### config.mk
export PLATFORM = sky130hd
export DESIGN_NAME = reg_rename_file
export DESIGN_NICKNAME = d
export VERILOG_FILES = /design/src/rtl/reg_rename_file.sv
export SDC_FILE = /design/constraint.sdc
export NUM_CORES = 2
export LEC_CHECK = 0
export BUFFER_PORTS_ARGS = -buffer_cell sky130_fd_sc_hd__buf_2
export CAP_MARGIN = 5
export CELL_PAD_IN_SITES_DETAIL_PLACEMENT = 0
export CELL_PAD_IN_SITES_GLOBAL_PLACEMENT = 2
export CORE_MARGIN = 2
export CORE_UTILIZATION = 25
export DETAILED_ROUTE_END_ITERATION = 8
export GPL_TIMING_DRIVEN = 0
export PLACE_DENSITY = 0.58
export REMOVE_ABC_BUFFERS = 1
export SLEW_MARGIN = 20
export SYNTH_ARGS = -nofsm -noshare
export SYNTH_HDL_FRONTEND = slang
export SYNTH_SLANG_ARGS = --single-unit
### constraint.sdc
create_clock -name clk_in -period 47 [get_ports clk_in]
set_input_delay 11.75 -clock clk_in [delete_from_list [all_inputs] [get_ports clk_in]]
set_output_delay 11.75 -clock clk_in [all_outputs]
set_load 0.01 [all_outputs]
### src/rtl/reg_rename_file.sv
// rtl/reg_rename_file.sv - architectural register file with per-register rename status
//
// Receives ROB commits and decode renames. Each register holds its committed value,
// a busy flag and the ROB tag of its youngest in-flight producer. Source lookups are
// combinational and see a same-cycle commit through a bypass path.

module reg_rename_file #(
  parameter int DATA_W    = 32,
  parameter int REG_IDX_W = 5,
  parameter int ROB_IDX_W = 4
) (
  input  logic                 clk_in,
  input  logic                 rst_in,
  input  logic                 rdy_in,
  input  logic                 clr_in,

  input  logic                 commit_valid,
  input  logic [REG_IDX_W-1:0] commit_rd,
  input  logic [ROB_IDX_W-1:0] commit_rob_index,
  input  logic [DATA_W-1:0]    commit_val,

  input  logic                 rename_valid,
  input  logic [REG_IDX_W-1:0] rename_rd,
  input  logic [ROB_IDX_W-1:0] rename_rob_index,

  input  logic [REG_IDX_W-1:0] rs1_index,
  input  logic [REG_IDX_W-1:0] rs2_index,

  output logic                 rs1_busy,
  output logic [ROB_IDX_W-1:0] rs1_tag,
  output logic [DATA_W-1:0]    rs1_val,
  output logic                 rs2_busy,
  output logic [ROB_IDX_W-1:0] rs2_tag,
  output logic [DATA_W-1:0]    rs2_val
);

  localparam int NUM_REGS = 1 << REG_IDX_W;

  logic [DATA_W-1:0]    val_q  [NUM_REGS];
  logic [DATA_W-1:0]    val_d  [NUM_REGS];
  logic [ROB_IDX_W-1:0] tag_q  [NUM_REGS];
  logic [ROB_IDX_W-1:0] tag_d  [NUM_REGS];
  logic [NUM_REGS-1:0]  busy_q;
  logic [NUM_REGS-1:0]  busy_d;

  logic commit_fire;
  logic commit_current;
  logic rename_fire;

  // Qualify the commit and rename requests; the commit releases the rename only when
  // its tag is still the one recorded, otherwise a younger producer owns the register.
  always_comb begin
    commit_fire    = rdy_in && commit_valid && (commit_rd != '0);
    commit_current = busy_q[commit_rd] && (tag_q[commit_rd] == commit_rob_index);
    rename_fire    = rdy_in && rename_valid && (rename_rd != '0) && !clr_in;
  end

  // Next-state: commit writes the value, then flush or rename decides busy/tag.
  always_comb begin
    val_d  = val_q;
    tag_d  = tag_q;
    busy_d = busy_q;

    if (commit_fire) begin
      val_d[commit_rd] = commit_val;
      if (commit_current) begin
        busy_d[commit_rd] = 1'b0;
      end
    end

    if (rdy_in && clr_in) begin
      busy_d = '0;
    end else if (rename_fire) begin
      busy_d[rename_rd] = 1'b1;
      tag_d[rename_rd]  = rename_rob_index;
    end
  end

  // State registers; x0 is never selected by the next-state logic so it stays zero.
  always_ff @(posedge clk_in or posedge rst_in) begin
    if (rst_in) begin
      busy_q <= '0;
      for (int i = 0; i < NUM_REGS; i++) begin
        val_q[i] <= '0;
        tag_q[i] <= '0;
      end
    end else begin
      busy_q <= busy_d;
      for (int i = 0; i < NUM_REGS; i++) begin
        val_q[i] <= val_d[i];
        tag_q[i] <= tag_d[i];
      end
    end
  end

  // Source 1 lookup with same-cycle commit bypass; the same-cycle rename is not visible.
  always_comb begin
    rs1_busy = 1'b0;
    rs1_tag  = '0;
    rs1_val  = '0;
    if (rs1_index != '0) begin
      rs1_busy = busy_q[rs1_index];
      rs1_tag  = tag_q[rs1_index];
      rs1_val  = val_q[rs1_index];
      if (commit_fire && commit_current && (commit_rd == rs1_index)) begin
        rs1_busy = 1'b0;
        rs1_val  = commit_val;
      end
    end
  end

  // Source 2 lookup, identical to source 1.
  always_comb begin
    rs2_busy = 1'b0;
    rs2_tag  = '0;
    rs2_val  = '0;
    if (rs2_index != '0) begin
      rs2_busy = busy_q[rs2_index];
      rs2_tag  = tag_q[rs2_index];
      rs2_val  = val_q[rs2_index];
      if (commit_fire && commit_current && (commit_rd == rs2_index)) begin
        rs2_busy = 1'b0;
        rs2_val  = commit_val;
      end
    end
  end

endmodule
==> results by group <==
Run status
  • Status: finished, final reports clean

Final layout
  • Commonest non-fill, non-tap cell in the layout: dfrtp_1
  • Layout cells sized above 1: 46.3%
  • Area grow syn2layout: 17.9%
  • Filler cell count: 25.7k
  • Post-layout util: 29.6%
  • Finished Cell Area: 76,100 um2
  • Most frequent cells in the layout: dfrtp_1, mux2_2, mux4_2
  • Final #Nets: 4,581

Route
  • DRT Pass-1 Iters: 7
  • DR vias/cell: 5.14
  • Wirelength per Cell: 28.1 um
  • Wirelength, routed: 225,000 um
  • DRC violations left: 0
  • Vias: 41.2k
  • DRT iter0 DRCs: 3,193
  • Antenna Nets Post-Route: 0

Power and ir drop
  • PwrDens: 38.1 nW/um2
  • Final Power: 0.00290 W
  • Seq pwr share: 42.3%
  • Sw Ratio: 26.7%
  • Clk pwr share: 41.3%
  • Leak Pwr: 32.5 nW
  • Psw: 0.000775 W
  • Int Power: 0.00213 W
  • Logic pwr share: 16.4%
  • VDD IR max: 0.0249 mV

Clock tree
  • # clock sinks: 1,184
  • Clk Tree Root Cell: clkbuf_16
  • Clock buffer depth: 3
  • Clock-pin slew on the worst setup and hold paths: 0.05 ns
  • Clk Latency, worst-skew pair: 0.78 ns
  • CTS tree: done
  • H-tree depth: 4
  • CTS resizes: 0
  • Post-CTS Setup Bufs: 0
  • Hold-fix buffers, CTS: 0
  • CTS Buf Count: 146

Setup path
  • Crit path max-delay family: buffers and inverters
  • CP bufs+invs: 8
  • CP most frequent cell: buf_4
  • Critical path launch point type: primary input
  • Slowest CP cell: buf_2
  • CP Capture Type: output pin
  • Cell count of the worst reg-to-reg path: 8
  • Critical Path Max Stage Delay: 0.69 ns
  • Crit Path Category: primary input to output pin
  • R2R Setup Slk: 43.93 ns
  • Worst R2R End: busy_q[15]
  • CP Max Fanout: 33
  • Worst EP required: 35.25 ns
  • CP cell instances: buf_2 > nand4b_1 > o22ai_1 > nor3_1 > a31oi_1 > o221ai_4 > buf_16 > nor4_2 > buf_4 > buf_4 > buf_2 > buf_4 > buf_4 > mux2i_1 > buf_2
  • Critical path data arrival time: 16.67 ns
  • Reg-to-Reg Start: tag_q[118]

Min path
  • Worst hold path type: flop to flop
  • Hold Startpoint: val_q[1004]
  • Worst hold path cell count: 0
  • Hold Crit Endpoint: val_q[1004]

STA
  • Fmax: 35.2 MHz
  • Clock skew: 0.0143 ns
  • Final Hold Viols: 0
  • Worst-Margin Slew: 1.15 ns
  • Relative slew slack: 23.0%
  • Final worst path period need: 28.42 ns
  • Final setup fails: 0
  • Post-route clock period utilization: 60.5%
  • Slew Limit Fails: 0
  • Setup TNS: 0 ns
  • RSZ-0062 raised after global routing: no

Placed design
  • Detail Placement HPWL: 145,000 um
  • Placer Congestion: 0.741
  • I/O Buffers: 139
  • Post-place instance area: 71,000 um2

Synth
  • Distinct cells, synth: 53
  • Number of synthesized flops with an enable pin: 0
  • Seq cells post-synth: 1,184
  • Largest cells by area after synthesis: dfrtp_1, mux4_2, mux2_2
  • Synthesized cell area: 64,600 um2
  • Share of the yosys chip area belonging to registers: 45.9%
  • YS warnings: 0
  • Top-area cell type share of the netlist area: 45.9%
  • Area leader, netlist: dfrtp_1
  • Ys async rst share: 100%
  • Syn_area_per_cell: 14.1 um2
  • Post-Syn Instances: 4,565
  • Predominant post-synthesis flop cell: dfrtp_1

Floorplanning
  • Core area: 257,000 um2
  • IO Count: 140
  • Die area: 262,000 um2
  • Std cell rows: 186
  • Initial Utilization: 25.1%
  • Die Ht: 512 um
  • Die width: 512 um

Run
  • Max-cap violation count: 0

Global routing
  • GRT Resource Usage Total: 17.1%
  • Initial antenna violation count: 10
  • Congestion Overflow GR: 0
  • First-pass GRT wire length: 329,000 um
  • Vias in the first global route: 42.9k
  • Pin count of the biggest net entering global routing: 94
==> state kept, by name, indices dropped and copies added (netlist names) <==
name,flops
val_q,1024
tag_q,128
busy_q,32
==> cells by family after synthesis <==
logic type,synth area share [%]
AOI/OAI and AO/OA,3.66
DFF,45.9
xor gates and xnor gates,0.136
muxes,42.3
buffers and inverters,3.13
and+or+nand+nor,4.88
==> metal layers <==
layer  vias to the layer above  share of wire [%]  global-route usage (%)
met5                         -                  0                       0
met4                         0                2.5                    4.50
met3                       302                4.7                    2.61
met2                      1088                 47                    27.1
met1                     22500                 46                    24.4
li1                      17300                  -                       -
==> layout make-up <==
cell class	instances	area, um2	area share [%]
antenna	2	5.00	0.00657
clock buffer	213	4370	5.74
clock inverter	52	719	0.945
inverter	25	101	0.133
multi-input combinational	2873	33300	43.7
sequential	1184	29600	38.9
tap	3384	4230	5.56
timing repair buffer	285	3830	5.03
==> Yosys cell counts (2+ instances only) <==
master / instances
nand3b_1: 3
nand2_1: 546
xor2_1: 4
o21ai_0: 393
or4bb_1: 4
and4_1: 2
mux2_2: 812
nand4b_1: 6
o31a_1: 3
buf_6: 7
nor4b_1: 6
nor3_1: 16
and2_1: 7
nor4_2: 2
inv_1: 25
a211o_1: 2
dfrtp_1: 1184
or3_1: 3
a31o_2: 8
nor4_4: 2
buf_1: 55
buf_2: 23
mux4_2: 750
or4b_1: 3
nor2b_1: 5
xnor2_1: 6
nor4_1: 22
mux2i_1: 129
nor3b_1: 2
nand2b_1: 5
or4_1: 10
or2_2: 2
nor2_1: 47
nand3_1: 18
and3_1: 4
nand4_1: 4
buf_4: 8
clkbuf_1: 390
o22ai_1: 33
==> how the worst max path moves through the flow <==
stage	startpoint	to	slack (ns)	depth (start not counted)
6_report	commit_rd[0]	rs2_val[17]	18.58	15
5_1_grt	commit_rd[0]	rs1_val[14]	18.29	14
4_1_cts	commit_rd[0]	rs2_val[17]	18.47	15
3_5_place_dp	commit_rd[0]	rs2_val[17]	18.49	15
3_3_place_gp	rst_in	tag_q[43]	-13.98	2
2_1_floorplan	rst_in	busy_q[0]	1.90	1
==> worst register-to-register path, stage by stage (launching register included) <==
cell and delay [ns]:
dfrtp_1 0.40, mux2i_1 0.29, o22ai_1 0.13, or4_4 0.55, nor4_4 0.32, o22ai_4 0.24, buf_16 0.24, or4_1 0.54
a31o_2 0.25
==> through the flow <==
stage / hold slack (ns) / setup WS [ns] / cells
after floorplan: 0.365 / 1.90 / 4082
after global placement: 0.376 / -13.98 / 7605
after detailed placement: 0.383 / 18.49 / 7751
after CTS: 0.395 / 18.47 / 8016
after global routing: 0.408 / 18.29 / 8016
final: 0.392 / 18.58 / 8018
==> power by group through the flow <==
stage               registers (W)  clock network (W)  logic, W
floorplan                 0.00122                  0  0.000317
detailed placement        0.00124                  0  0.000486
global placement          0.00124                  0  0.000494
global route              0.00125            0.00128  0.000517
CTS                       0.00123            0.00123  0.000487
finish                    0.00123            0.00120  0.000477
(Power assumes the default switching activity.)
